**config.mk**
```make
export PLATFORM = sky130hd
export DESIGN_NAME = stopwatch_counter
export DESIGN_NICKNAME = d
export VERILOG_FILES = /design/src/rtl/stopwatch_counter.sv
export SDC_FILE = /design/constraint.sdc
export NUM_CORES = 1
export LEC_CHECK = 0
export CAP_MARGIN = 20
export CORE_MARGIN = 4
export CORE_UTILIZATION = 56
export CTS_BUF_LIST = sky130_fd_sc_hd__clkbuf_4 sky130_fd_sc_hd__clkbuf_8
export CTS_CLUSTER_SIZE = 8
export DETAILED_ROUTE_END_ITERATION = 10
export PLACE_DENSITY = 0.78
export SYNTH_ARGS = -nofsm -noshare
export SYNTH_HDL_FRONTEND = slang
export SYNTH_SLANG_ARGS = --single-unit
```
**constraint.sdc**
```tcl
create_clock -name clk -period 2.15 [get_ports clk]
set_input_delay 0.215 -clock clk [delete_from_list [all_inputs] [get_ports clk]]
set_output_delay 0.215 -clock clk [all_outputs]
set_load 0.01 [all_outputs]
```
**src/rtl/stopwatch_counter.sv**
```systemverilog
// stopwatch_counter: MM:SS stopwatch with run/pause, clear and adjust mode.
// Optional build macro BTN_DEBOUNCE_EN adds a DEB_CYCLES-long stability
// filter on the two pushbuttons. Without it the conditioned button level is
// the synchronizer output.
module stopwatch_counter #(
  parameter int CLK_HZ     = 100000000,
  parameter int ADJ_HZ     = 2,
  parameter int DEB_CYCLES = 1000000
) (
  input  logic       clk,
  input  logic       rst,
  input  logic       btn_pause,
  input  logic       btn_clr,
  input  logic       sw_adj,
  input  logic       sw_sel,
  output logic [5:0] min,
  output logic [5:0] sec,
  output logic       running
);

  localparam int ADJ_DIV = (CLK_HZ / ADJ_HZ > 0) ? (CLK_HZ / ADJ_HZ) : 1;
  localparam int SEC_W   = (CLK_HZ > 1) ? $clog2(CLK_HZ) : 1;
  localparam int ADJ_W   = (ADJ_DIV > 1) ? $clog2(ADJ_DIV) : 1;
  localparam logic [SEC_W-1:0] SEC_LAST = SEC_W'(CLK_HZ - 1);
  localparam logic [ADJ_W-1:0] ADJ_LAST = ADJ_W'(ADJ_DIV - 1);
  localparam logic [5:0]       FIELD_MAX = 6'd59;

  typedef enum logic {
    PAUSED = 1'b0,
    RUN    = 1'b1
  } state_t;

  state_t state;
  state_t state_next;

  // Bit order of the synchronizer bus: {sw_sel, sw_adj, btn_clr, btn_pause}
  logic [3:0] sync1;
  logic [3:0] sync2;
  logic       adj_s;
  logic       sel_s;
  logic       adj_d;
  logic       adj_fall;

  logic [1:0] btn_level;
  logic [1:0] btn_prev;
  logic [1:0] btn_press;
  logic       pause_pulse;
  logic       clr_pulse;

  logic [SEC_W-1:0] sec_cnt;
  logic [ADJ_W-1:0] adj_cnt;
  logic             tick_1hz;
  logic             tick_adj;

  // Two-flop synchronizer for all asynchronous inputs
  always_ff @(posedge clk or posedge rst) begin
    if (rst) begin
      sync1 <= '0;
      sync2 <= '0;
    end else begin
      sync1 <= {sw_sel, sw_adj, btn_clr, btn_pause};
      sync2 <= sync1;
    end
  end

  assign adj_s = sync2[2];
  assign sel_s = sync2[3];

`ifdef BTN_DEBOUNCE_EN
  localparam int DEB_N = (DEB_CYCLES > 1) ? DEB_CYCLES : 1;
  localparam int DEB_W = (DEB_N > 1) ? $clog2(DEB_N) : 1;
  localparam logic [DEB_W-1:0] DEB_LAST = DEB_W'(DEB_N - 1);

  logic [DEB_W-1:0] deb_cnt [2];

  // Conditioned level follows the synchronized button only after it has
  // differed from the current level for DEB_CYCLES consecutive cycles
  always_ff @(posedge clk or posedge rst) begin
    if (rst) begin
      btn_level <= '0;
      for (int unsigned i = 0; i < 2; i++) deb_cnt[i] <= '0;
    end else begin
      for (int unsigned i = 0; i < 2; i++) begin
        if (sync2[i] != btn_level[i]) begin
          if (deb_cnt[i] == DEB_LAST) begin
            btn_level[i] <= sync2[i];
            deb_cnt[i]   <= '0;
          end else begin
            deb_cnt[i] <= deb_cnt[i] + 1'b1;
          end
        end else begin
          deb_cnt[i] <= '0;
        end
      end
    end
  end
`else
  assign btn_level = sync2[1:0];
`endif

  // Rising-edge detect on the conditioned buttons; one registered pulse per press
  always_ff @(posedge clk or posedge rst) begin
    if (rst) begin
      btn_prev  <= '0;
      btn_press <= '0;
    end else begin
      btn_prev  <= btn_level;
      btn_press <= btn_level & ~btn_prev;
    end
  end

  assign pause_pulse = btn_press[0];
  assign clr_pulse   = btn_press[1];

  // Delayed adjust switch, used to spot the return to normal counting
  always_ff @(posedge clk or posedge rst) begin
    if (rst) adj_d <= 1'b0;
    else     adj_d <= adj_s;
  end

  assign adj_fall = adj_d & ~adj_s;

  // Run/pause state register; reset lands in RUN
  always_ff @(posedge clk or posedge rst) begin
    if (rst) state <= RUN;
    else     state <= state_next;
  end

  // Next-state: a pause pulse toggles between RUN and PAUSED
  always_comb begin
    state_next = state;
    if (pause_pulse) begin
      state_next = (state == RUN) ? PAUSED : RUN;
    end
  end

  // RUN encodes as 1, so the state flop itself is the registered output
  assign running = (state == RUN);

  // Terminal-count ticks; the 1 Hz tick is gated by the pre-toggle state so a
  // coincident pause still lets that second land
  always_comb begin
    tick_1hz = 1'b0;
    tick_adj = 1'b0;
    if ((state == RUN) && !adj_s && (sec_cnt == SEC_LAST)) tick_1hz = 1'b1;
    if (adj_s && (adj_cnt == ADJ_LAST))                    tick_adj = 1'b1;
  end

  // 1 Hz divider: advances only in RUN outside adjust mode, restarts on clear
  // and on leaving adjust mode so the next second is a full one
  always_ff @(posedge clk or posedge rst) begin
    if (rst) begin
      sec_cnt <= '0;
    end else if (clr_pulse || adj_fall) begin
      sec_cnt <= '0;
    end else if ((state == RUN) && !adj_s) begin
      sec_cnt <= tick_1hz ? '0 : sec_cnt + 1'b1;
    end
  end

  // Adjust divider: free-runs only while adjust mode is active
  always_ff @(posedge clk or posedge rst) begin
    if (rst) begin
      adj_cnt <= '0;
    end else if (clr_pulse || !adj_s) begin
      adj_cnt <= '0;
    end else begin
      adj_cnt <= tick_adj ? '0 : adj_cnt + 1'b1;
    end
  end

  // Time fields: clear beats any tick; normal ticks carry sec into min,
  // adjust ticks bump only the selected field
  always_ff @(posedge clk or posedge rst) begin
    if (rst) begin
      min <= '0;
      sec <= '0;
    end else if (clr_pulse) begin
      min <= '0;
      sec <= '0;
    end else if (tick_1hz) begin
      if (sec >= FIELD_MAX) begin
        sec <= '0;
        min <= (min >= FIELD_MAX) ? 6'd0 : min + 6'd1;
      end else begin
        sec <= sec + 6'd1;
      end
    end else if (tick_adj) begin
      if (sel_s) sec <= (sec >= FIELD_MAX) ? 6'd0 : sec + 6'd1;
      else       min <= (min >= FIELD_MAX) ? 6'd0 : min + 6'd1;
    end
  end

endmodule

```
==> impl_metrics.env <==
export IMPL_critical_path_max_stage_delay_ps=390
export IMPL_setup_violations=0
export IMPL_firstDrtPassIters=5
export IMPL_maxSlewHeadroom_pct=47.4
export IMPL_insertion_delay_ps=360
export IMPL_ys_top_cells_by_count="78 x dfrtp_1, 61 x nor2_1, 32 x nand3_1"
export IMPL_p_per_area_mw_per_mm2=752
export IMPL_vias_per_cell=5.78
export IMPL_die_y_um=92.1
export IMPL_r2r_end="min[2]"
export IMPL_crit_arrival_ps=2260
export IMPL_ys_ff_latch=79
export IMPL_post_place_ws_ps=114
export IMPL_drv_cap=0
export IMPL_antenna_found_initial=0
export IMPL_ir_worst_vdd_mv=0.436
export IMPL_gp_congestion=0.850
export IMPL_syn_inst=393
export IMPL_postSynthAreaPerCell_um2=10.1
export IMPL_fillCellCount=529
export IMPL_synth_ff_type="dfrtp_1"
export IMPL_io_buffer_count=18
export IMPL_antenna_cells=0
export IMPL_grt_pass1_vias=2979
export IMPL_root_buffer="clkbuf_8"
export IMPL_die_x_um=92.1
export IMPL_cpMaxStageDelayCell="dfrtp_1"
export IMPL_endpoint_kind="flip-flop"
export IMPL_endpoint="min[2]"
export IMPL_seqCellArea_mm2=0.00198
export IMPL_crit_chain="buf_4 > nor3_1 > nand4b_1 > or2_4 > a311oi_1 > o41ai_2"
export IMPL_hold_slack_ps=178
export IMPL_cts_buffers=9
export IMPL_clock_skew_ps=11.2
export IMPL_reg2reg_depth=6
export IMPL_yosys_area_top_type="dfrtp_1"
export IMPL_hold_viol_final=0
export IMPL_slew_viol_final=0
export IMPL_dp_hpwl_um=5670
export IMPL_status="complete, no violations"
export IMPL_cts_tree="done"
export IMPL_synth_top_area_share_pct=49.3
export IMPL_cellLeakagePower_uw=0.00188
export IMPL_die_area_mm2=0.00848
export IMPL_syn_num_nets=403
export IMPL_required_ps=2380
export IMPL_dr_total_vias=3076
export IMPL_drt_iter0_drc=202
export IMPL_finalSetupTns_ps=0
export IMPL_grt_max_degree=67
export IMPL_start_util_pct=58.0
export IMPL_worstMarginPinSlew_ps=783
export IMPL_htree_levels=3
export IMPL_synth_area_leaders="dfrtp_1 49%, xnor2_1 6.6%, nor2_1 5.8%, xor2_1 4.4%, nand3_1 4.0%"
export IMPL_cts_max_path_buffers=2
export IMPL_cts_hold_buf=0
export IMPL_fmax_ghz=0.492
export IMPL_grt_usage_pct=20.8
export IMPL_gr_total_overflow=0
export IMPL_area_growth_syn_to_layout_pct=17.4
export IMPL_drc=0
export IMPL_clock_sinks=79
export IMPL_drtAntennaViolNets=0
export IMPL_yosysWarnings=0
export IMPL_grt_pass1_wl_um=14200
export IMPL_pin_count=19
export IMPL_core_area_mm2=0.00683
export IMPL_drive_gt1_share_pct=16.3
export IMPL_fin_nets=441
export IMPL_ys_seq_area_share_pct=50.0
export IMPL_ys_types=53
export IMPL_hp_class="in -> async"
export IMPL_crit_fanout=6
export IMPL_clk_pin_slew_ps=80
export IMPL_critPathLaunch="sec_cnt[19]"
export IMPL_rrSetupSlack_ps=120
export IMPL_drt_total_wl_um=8410
export IMPL_routedWlPerCell_um=15.8
export IMPL_post_route_min_period_ps=2030
export IMPL_synthArstFlopShare_pct=100
export IMPL_multi_input_area_mm2=0.00193
export IMPL_reg2reg_from="sec_cnt[19]"
export IMPL_worst_slack_ps=116
export IMPL_fin_crit_sh_pct=94.6
export IMPL_synth_edf_count=0
export IMPL_start_kind="flip-flop"
export IMPL_syn_area_mm2=0.00396
export IMPL_num_rows=30
export IMPL_critical_path_class="reg -> reg"
export IMPL_yosysMostFrequentCell="dfrtp_1"
cells by family after synthesis:
family,count (synthesis),share of synthesized area (%)
AND/OR/NAND/NOR,196,26.8
adder cells (fa/ha/maj),4,1.26
buffers and inverters,26,2.78
XOR/XNOR,50,11.1
AO/OA/AOI/OAI,34,7.08
multiplexers,4,1.07
flip-flops,79,50.0
stage by stage:
step                instances  utilization [%]  area (µm²)  total power [µW]
floorplan                 393                -        3960              2040
global placement          514             63.8        4360              2280
detailed placement        514             63.8        4360              2310
CTS                       530             67.0        4580              3500
global route              532             68.1        4650              3650
finish                    532             68.1        4650              3500
placed cells by master (no fill, tap or decap), types with 9 or more instances in the layout:
cell type / n
nand3_1: 32
buf_4: 19
clkdlybuf4s50_1: 18
nor2_1: 61
nand2_1: 27
and3_1: 9
xnor2_1: 30
inv_1: 13
xor2_1: 20
clkbuf_8: 9
nand4_1: 12
dfrtp_1: 78
critical path: cells and delay by family (launching register included):
| family | cells | cell delay, ps |
|---|---|---|
| flip-flops | 1 | 390 |
| AO/OA/AOI/OAI | 2 | 430 |
| buffers and inverters | 1 | 160 |
| AND/OR/NAND/NOR | 3 | 930 |
worst min path at each step:
stage | to | slack (ps) | depth (start not counted)
detailed placement | sync2[1] | 340 | 0
CTS | adj_cnt[0] | 180 | 2
finish | sync1[0] | 180 | 2
floorplan | sync1[0] | 250 | 0
global route | adj_cnt[0] | 200 | 2
global placement | sync2[0] | 330 | 0
registers in the layout, indices dropped and copies added, names as in the netlist:
signal,flops
sec,6
min,6
sec_cnt,27
sync2,4
btn_press,2
adj_cnt,26
sync1,4
adj_d,1
btn_prev,2
running,1
routing by layer:
layer	vias to the layer above	GRT usage, %	part of all wire (%)	wire, µm
li1	1455	-	-	-
met1	1536	26.7	44	3700
met2	70	34.3	50	4170
met3	15	3.28	3.9	332
met4	0	9.90	2.3	196
met5	-	0	0	0
area by class of cell:
cell class	count	area share (%)
Clock inverter	7	2.10
Clock buffer	9	2.66
Inverter	15	1.29
Multi-Input combinational cell	288	41.5
Timing Repair Buffer	38	7.37
Tap cell	96	2.58
Sequential cell	79	42.5
report_power, final:
part	internal [µW]	leakage (µW)	switching, µW
registers	1580	0.00105	128
logic	289	0.000720	280
clock network	655	0.000105	562
total	2530	0.00188	970
repair_timing:
action / CTS / global route
buffers inserted: 0 / 2
resized for setup: 0 / 12
endpoints found under the setup margin: 0 / 33
(Power assumes the default switching activity.)
